## config.mk

```make
export PLATFORM = sky130hd
export DESIGN_NAME = config_frame_loader_flat
export DESIGN_NICKNAME = d
export VERILOG_FILES = /design/src/rtl/config_frame_loader_pkg.sv /design/src/rtl/config_frame_loader_if.sv /design/src/rtl/config_frame_loader_assembler.sv /design/src/rtl/config_frame_loader.sv /design/src/flat_wrapper.sv
export SDC_FILE = /design/constraint.sdc
export NUM_CORES = 2
export LEC_CHECK = 0
export CAP_MARGIN = 20
export CORE_UTILIZATION = 40
export CTS_CLUSTER_SIZE = 16
export DETAILED_ROUTE_END_ITERATION = 12
export DONT_BUFFER_PORTS = 1
export PLACE_DENSITY = 0.58
export SKIP_LAST_GASP = 1
export SYNTH_ARGS = -nofsm -noshare
export SYNTH_HDL_FRONTEND = slang
export SYNTH_SLANG_ARGS = --single-unit
export TNS_END_PERCENT = 20
```

## constraint.sdc

```tcl
create_clock -name clk_i -period 4.2 [get_ports clk_i]
set_input_delay 0.63 -clock clk_i [delete_from_list [all_inputs] [get_ports clk_i]]
set_output_delay 0.63 -clock clk_i [all_outputs]
set_load 0.01 [all_outputs]
```

## src/rtl/config_frame_loader_pkg.sv

```systemverilog
// Shared constants and state encoding for the configuration frame loader.
package config_frame_pkg;

  localparam logic [31:0] SYNC_WORD   = 32'hFAB0_FAB1;
  localparam logic [31:0] DESYNC_WORD = 32'hFAB0_FAB0;

  // Frame-address word layout; bits [15:0] are reserved.
  localparam int COL_MSB   = 31;
  localparam int COL_LSB   = 24;
  localparam int FRAME_MSB = 23;
  localparam int FRAME_LSB = 16;

  typedef enum logic [1:0] {
    SYNC_WAIT    = 2'd0,
    GET_ADDR     = 2'd1,
    GET_DATA     = 2'd2,
    GET_CHECKSUM = 2'd3
  } state_e;

endpackage

```

## src/rtl/config_frame_loader_if.sv

```systemverilog
// Word-stream input and fabric configuration outputs of the frame loader.
interface config_frame_loader_if #(
  parameter int NUM_COLS           = 10,
  parameter int NUM_ROWS           = 16,
  parameter int MAX_FRAMES_PER_COL = 20
);
  logic                          word_write_strobe_i;
  logic [31:0]                   write_data_i;
  logic [32*NUM_ROWS-1:0]        frame_data_o;
  logic [NUM_COLS-1:0]           col_select_o;
  logic [MAX_FRAMES_PER_COL-1:0] frame_strobe_o;
  logic                          busy_o;
  logic                          error_o;
  logic [15:0]                   frame_count_o;

  // Word producer (byte packer / bench).
  modport master (
    output word_write_strobe_i, write_data_i,
    input  frame_data_o, col_select_o, frame_strobe_o, busy_o, error_o, frame_count_o
  );

  // Frame loader.
  modport slave (
    input  word_write_strobe_i, write_data_i,
    output frame_data_o, col_select_o, frame_strobe_o, busy_o, error_o, frame_count_o
  );
endinterface

```

## src/rtl/config_frame_loader_assembler.sv

```systemverilog
// Row counter and assembly register: collects NUM_ROWS 32-bit slices of one frame.
module config_frame_assembler #(
  parameter int NUM_ROWS = 16,
  parameter int RW       = $clog2(NUM_ROWS)
) (
  input  logic                     clk_i,
  input  logic                     rst_n_i,
  input  logic                     clear_i,
  input  logic                     write_i,
  input  logic [31:0]              data_i,
  output logic [NUM_ROWS-1:0][31:0] asm_o,
  output logic                     last_o
);

  logic [RW-1:0]              row_cnt_q;
  logic [NUM_ROWS-1:0][31:0]  asm_q;

  assign last_o = (row_cnt_q == RW'(NUM_ROWS - 1));
  assign asm_o  = asm_q;

  // Write the current row slice and advance; the counter restarts after the last row.
  always_ff @(posedge clk_i or negedge rst_n_i) begin
    if (!rst_n_i) begin
      row_cnt_q <= '0;
      asm_q     <= '0;
    end else if (clear_i) begin
      row_cnt_q <= '0;
    end else if (write_i) begin
      asm_q[row_cnt_q] <= data_i;
      row_cnt_q        <= last_o ? '0 : row_cnt_q + RW'(1);
    end
  end

endmodule

```

## src/rtl/config_frame_loader.sv

```systemverilog
// Configuration frame loader: sync detection, frame-address decode and frame
// assembly feeding the fabric configuration chain.
// Optional build macro CONFIG_FRAME_CHECKSUM_EN adds an XOR checksum over all
// data words since SYNC, checked against the word following DESYNC.
module config_frame_loader
  import config_frame_pkg::*;
#(
  parameter int NUM_COLS           = 10,
  parameter int NUM_ROWS           = 16,
  parameter int MAX_FRAMES_PER_COL = 20
) (
  input logic                  clk_i,
  input logic                  reset_n_i,
  config_frame_loader_if.slave bus
);

  state_e                        state_q, state_d;
  logic [7:0]                    col_q, col_d;
  logic [7:0]                    frame_q, frame_d;
  logic [NUM_COLS-1:0]           col_sel_q, col_sel_d;
  logic [MAX_FRAMES_PER_COL-1:0] strobe_q, strobe_d;
  logic [32*NUM_ROWS-1:0]        frame_data_q, frame_data_d;
  logic                          error_q, error_d;
  logic [15:0]                   count_q, count_d;
`ifdef CONFIG_FRAME_CHECKSUM_EN
  logic [31:0]                   csum_q, csum_d;
`endif

  logic                      wr;
  logic [31:0]               wd;
  logic [7:0]                addr_col, addr_frame;
  logic                      asm_clear, asm_write, asm_last;
  logic [NUM_ROWS-1:0][31:0] asm_rows;

  assign wr         = bus.word_write_strobe_i;
  assign wd         = bus.write_data_i;
  assign addr_col   = wd[COL_MSB:COL_LSB];
  assign addr_frame = wd[FRAME_MSB:FRAME_LSB];

  config_frame_assembler #(.NUM_ROWS(NUM_ROWS)) u_asm (
    .clk_i   (clk_i),
    .rst_n_i (reset_n_i),
    .clear_i (asm_clear),
    .write_i (asm_write),
    .data_i  (wd),
    .asm_o   (asm_rows),
    .last_o  (asm_last)
  );

  // Next-state and output decode; only strobed words change anything, and the
  // column/frame pulses default to zero so they last exactly one cycle.
  always_comb begin
    state_d      = state_q;
    col_d        = col_q;
    frame_d      = frame_q;
    col_sel_d    = '0;
    strobe_d     = '0;
    frame_data_d = frame_data_q;
    error_d      = error_q;
    count_d      = count_q;
    asm_clear    = 1'b0;
    asm_write    = 1'b0;
`ifdef CONFIG_FRAME_CHECKSUM_EN
    csum_d       = csum_q;
`endif
    if (wr) begin
      case (state_q)
        SYNC_WAIT: begin
          if (wd == SYNC_WORD) begin
            state_d = GET_ADDR;
            error_d = 1'b0;
            count_d = '0;
`ifdef CONFIG_FRAME_CHECKSUM_EN
            csum_d  = '0;
`endif
          end
        end
        GET_ADDR: begin
          if (wd == DESYNC_WORD) begin
`ifdef CONFIG_FRAME_CHECKSUM_EN
            state_d = GET_CHECKSUM;
`else
            state_d = SYNC_WAIT;
`endif
          end else if (int'(addr_col) >= NUM_COLS ||
                       int'(addr_frame) >= MAX_FRAMES_PER_COL) begin
            error_d = 1'b1;
            state_d = SYNC_WAIT;
          end else begin
            col_d     = addr_col;
            frame_d   = addr_frame;
            asm_clear = 1'b1;
            state_d   = GET_DATA;
          end
        end
        GET_DATA: begin
          asm_write = 1'b1;
`ifdef CONFIG_FRAME_CHECKSUM_EN
          csum_d    = csum_q ^ wd;
`endif
          if (asm_last) begin
            // The last row bypasses the assembly register so the frame is complete now.
            frame_data_d = {wd, asm_rows[NUM_ROWS-2:0]};
            col_sel_d    = NUM_COLS'(1) << col_q;
            strobe_d     = MAX_FRAMES_PER_COL'(1) << frame_q;
            count_d      = (count_q != 16'hFFFF) ? count_q + 16'd1 : count_q;
            state_d      = GET_ADDR;
          end
        end
        GET_CHECKSUM: begin
`ifdef CONFIG_FRAME_CHECKSUM_EN
          if (wd != csum_q) error_d = 1'b1;
`endif
          state_d = SYNC_WAIT;
        end
        default: state_d = SYNC_WAIT;
      endcase
    end
  end

  // State and output registers.
  always_ff @(posedge clk_i or negedge reset_n_i) begin
    if (!reset_n_i) begin
      state_q      <= SYNC_WAIT;
      col_q        <= '0;
      frame_q      <= '0;
      col_sel_q    <= '0;
      strobe_q     <= '0;
      frame_data_q <= '0;
      error_q      <= 1'b0;
      count_q      <= '0;
    end else begin
      state_q      <= state_d;
      col_q        <= col_d;
      frame_q      <= frame_d;
      col_sel_q    <= col_sel_d;
      strobe_q     <= strobe_d;
      frame_data_q <= frame_data_d;
      error_q      <= error_d;
      count_q      <= count_d;
    end
  end

`ifdef CONFIG_FRAME_CHECKSUM_EN
  // Running XOR of accepted data words since the last SYNC.
  always_ff @(posedge clk_i or negedge reset_n_i) begin
    if (!reset_n_i) csum_q <= '0;
    else            csum_q <= csum_d;
  end
`endif

  assign bus.frame_data_o   = frame_data_q;
  assign bus.col_select_o   = col_sel_q;
  assign bus.frame_strobe_o = strobe_q;
  assign bus.busy_o         = (state_q != SYNC_WAIT);
  assign bus.error_o        = error_q;
  assign bus.frame_count_o  = count_q;

endmodule

```

## src/flat_wrapper.sv

```systemverilog
// flat-port wrapper written by rule: the top's interface ports become plain ports
module config_frame_loader_flat import config_frame_pkg::*;
#(
  parameter int NUM_COLS           = 10,
  parameter int NUM_ROWS           = 16,
  parameter int MAX_FRAMES_PER_COL = 20
)
  (clk_i, reset_n_i, bus_word_write_strobe_i, bus_write_data_i, bus_frame_data_o, bus_col_select_o, bus_frame_strobe_o, bus_busy_o, bus_error_o, bus_frame_count_o);
  config_frame_loader_if #(.NUM_COLS(NUM_COLS), .NUM_ROWS(NUM_ROWS), .MAX_FRAMES_PER_COL(MAX_FRAMES_PER_COL)) bus_i ();
  input logic clk_i;
  input logic reset_n_i;
  input wire logic [$bits(bus_i.word_write_strobe_i)-1:0] bus_word_write_strobe_i;
  input wire logic [$bits(bus_i.write_data_i)-1:0] bus_write_data_i;
  output wire logic [$bits(bus_i.frame_data_o)-1:0] bus_frame_data_o;
  output wire logic [$bits(bus_i.col_select_o)-1:0] bus_col_select_o;
  output wire logic [$bits(bus_i.frame_strobe_o)-1:0] bus_frame_strobe_o;
  output wire logic [$bits(bus_i.busy_o)-1:0] bus_busy_o;
  output wire logic [$bits(bus_i.error_o)-1:0] bus_error_o;
  output wire logic [$bits(bus_i.frame_count_o)-1:0] bus_frame_count_o;
  assign bus_i.word_write_strobe_i = bus_word_write_strobe_i;
  assign bus_i.write_data_i = bus_write_data_i;
  assign bus_frame_data_o = bus_i.frame_data_o;
  assign bus_col_select_o = bus_i.col_select_o;
  assign bus_frame_strobe_o = bus_i.frame_strobe_o;
  assign bus_busy_o = bus_i.busy_o;
  assign bus_error_o = bus_i.error_o;
  assign bus_frame_count_o = bus_i.frame_count_o;
  config_frame_loader #(.NUM_COLS(NUM_COLS), .NUM_ROWS(NUM_ROWS), .MAX_FRAMES_PER_COL(MAX_FRAMES_PER_COL)) u_core (.clk_i(clk_i), .reset_n_i(reset_n_i), .bus(bus_i));
endmodule
```

==> impl_metrics.toml <==
[yosys]
synth.largest_area_cell = "dfrtp_1"
postSynthNetCount = 2486
ys_seq_area_share_pct = 66.7
asyncSetResetFlopFracSynth_pct = 100
synth.ff_latch_count = 1061
synth_edf_count = 0
post_synth.cell_area_avg_um2 = 16.3
synth.top_cells.by_area = "dfrtp_1 67%, mux2_2 28%, clkbuf_1 1.1%, nor2_1 0.46%, nand2_1 0.31%"
synth_ff_type = "dfrtp_1"
synthesis.instances = 2446
yosys_warnings = 0
synth_cell_type_count = 55
syn_area_um2 = 39800
synthDominantCellAreaShare_pct = 66.7

[cells_and_area]
final_common_cell = "dfrtp_1"
area_growth_syn_to_layout_pct = 13.3
final_cell_mix = "1061 x dfrtp_1, 1001 x mux2_2, 113 x clkbuf_16"
fillers = 8533
layout.cell_area.non_filler_um2 = 45100
multiInputGateArea_um2 = 12700
design.final.nets = 2484
area.sequential_um2 = 26600
drive_above_1_share_pct = 49.1

[clock_tree]
cts_tree = "yes"
clock_tree.root_cell = "clkbuf_16"
cts_made_buffers = 110
cts_num_sinks = 1061
cts_buffer_depth = 3
post-cts-setup-buffers = 0
number_of_levels_the_h_tree_was_split_into = 3
cts.clk_slew.worst_paths_ns = 0.06
cts-resized-gates = 0
clock_network_latency_to_the_later_pin_of_the_worst_skew_pair_ns = 0.69

[routing]
drtAntennaViolNets = 0
route.detailed.drc = 0
finalWirelength_um = 103000
via_per_inst = 5.36
detail_route.wl_per_cell_um = 27.0
drt_iter0_drc = 1219
num_vias = 20500
detailedRoute.firstPassIterationCount = 7

[setup_path]
critPathRequiredTime_ns = 4.73
critical_path.max_fanout = 15
critical_path.reg2reg.endpoint = "u_core.bus.frame_count_o[1]"
timing.critical_path.slowest_cell_delay_ns = 0.77
critical-path-slowest-cell = "o21ai_1"
startpoint_type = "flop"
timing.critical_path.max_delay_family = "simple AND/OR/NAND/NOR gates"
worst-r2r-setup-slack_ns = 1.19
worst-setup-path-type = "reg -> reg"
cp-end-kind = "flop"
critPathArrivalTime_ns = 3.55
ff2ff_path_depth = 6
critical_path_buf_inv_count = 0
cp_cell_sequence = "ha_1 > nand3_1 > or2_2 > o21ai_1 > or2_1 > o21ai_0"
rr_startpoint = "u_core.bus.frame_count_o[0]"

[sta]
report.final.setup_viol = 0
hold-worst-slack_ns = 0.0510
fin_tns_setup_ns = 0
rsz0062_at_grt = "no"
layout_worst_path_cycle_share_pct = 71.8
drv_slew = 0
layout_min_cycle_time_ns = 3.01
worst-slew-pin-transition_ns = 1.19
fin_hold_viols = 0
clock_skew_ns = 0.0225
fmax_mhz = 332
worst_slew_margin_rel_pct = 20.9

[power_and_ir_drop]
power_density_nw_per_um2 = 454
largest_voltage_drop_on_the_vdd_net_v = 0.000327
leakage_nw = 23.2
p_total_mw = 20.4

[placement]
last_weighted_congestion_value_of_the_routability_driven_placer = 0.800
hpwl_um = 64800
dpl-instance-area_um2 = 41200
numPortBuffers = 0

[floorplanning]
die_width_um = 317
core_area_um2 = 98400
floorplan.initialDensity_pct = 40.4
die-area_um2 = 101000
std_cell_rows = 115
io-pin-count = 595
die_y_um = 317

[outcome]
outcome = "completed"

[run]
cap_violations = 0

[grt]
grt_pass1_wl_um = 154000
antenna_violations_before_repair = 4
grt_util_all_layers_pct = 20.6
grt_overflow_total = 0
largest_net_degree_at_the_start_of_global_routing = 1062
vias_in_the_first_global_route = 22000

[worst_hold_path]
hold_path_class = "in -> async"
## cell usage after synthesis (9+ instances only)
master,instances
nor2_1,49
nand3_1,15
buf_2,18
buf_1,9
mux2_2,1001
o21ai_0,15
dfrtp_1,1061
nor3_1,13
clkbuf_1,119
nand2b_1,10
and2_1,9
nand2_1,33
## cell type report
class / count / share of cell area [%]
Antenna cell: 2 / 0.0111
Clock inverter: 41 / 1.07
Clock buffer: 158 / 7.25
Tap cell: 1287 / 3.57
Timing Repair Buffer: 34 / 0.899
Inverter: 6 / 0.0500
Multi-Input combinational cell: 1231 / 28.2
Sequential cell: 1061 / 58.9
## kinds of logic after synthesis
group | after synthesis | share of synthesized area (%)
AO/OA/AOI/OAI | 44 | 0.777
XOR/XNOR | 1 | 0.0220
adder cells (fa/ha/maj) | 5 | 0.157
buffers and inverters | 154 | 1.56
flip-flops | 1061 | 66.7
multiplexers | 1002 | 28.4
AND/OR/NAND/NOR | 179 | 2.41
## registers in the layout, indices dropped and copies added, names as in the netlist
register	count
u_core.bus.frame_data_o	512
u_core.u_asm.row_cnt_q	4
u_core.state_q	2
u_core.u_asm.asm_o	480
u_core.bus.frame_strobe_o	20
u_core.frame_q	8
u_core.bus.error_o	1
u_core.bus.frame_count_o	16
u_core.col_q	8
u_core.bus.col_select_o	10
## per-layer routing
layer | share of wire, % | track usage (%) | routed length, um | up-vias
met1 | 38 | 23.4 | 39000 | 11100
li1 | - | - | - | 8658
met3 | 7.8 | 7.01 | 8040 | 149
met4 | 3.2 | 7.71 | 3340 | 0
met5 | 0 | 0 | 0 | -
met2 | 51 | 35.8 | 52900 | 562
## report_power, final
part / leakage, nW / internal [mW] / switching (mW)
clock: 1.86 / 5.94 / 4.03
sequential: 14.8 / 10.2 / 0.00777
combinational: 6.47 / 0.0315 / 0.200
## per-stage QoR
step / utilization, % / instances / setup slack (ns)
CTS: 45.7 / 3813 / 1.24
finish: 45.8 / 3820 / 1.19
detailed placement: 41.8 / 3614 / 1.21
global route: 45.8 / 3818 / 1.07
floorplan: - / 2446 / 1.70
global placement: 41.8 / 3614 / 1.26
## worst max path at each step
stage / startpoint / to / slack, ns / cells past startpoint
final: u_core.bus.frame_count_o[0] / u_core.bus.frame_count_o[1] / 1.19 / 6
after global routing: u_core.bus.frame_count_o[0] / u_core.bus.frame_count_o[1] / 1.07 / 6
after CTS: u_core.state_q[1] / u_core.u_asm.asm_o[425] / 1.24 / 6
after detailed placement: bus_word_write_strobe_i / u_core.u_asm.asm_o[425] / 1.21 / 5
after global placement: bus_word_write_strobe_i / u_core.u_asm.asm_o[425] / 1.26 / 5
after floorplan: bus_write_data_i[1] / u_core.bus.frame_count_o[10] / 1.70 / 7
(Power assumes the default switching activity.)
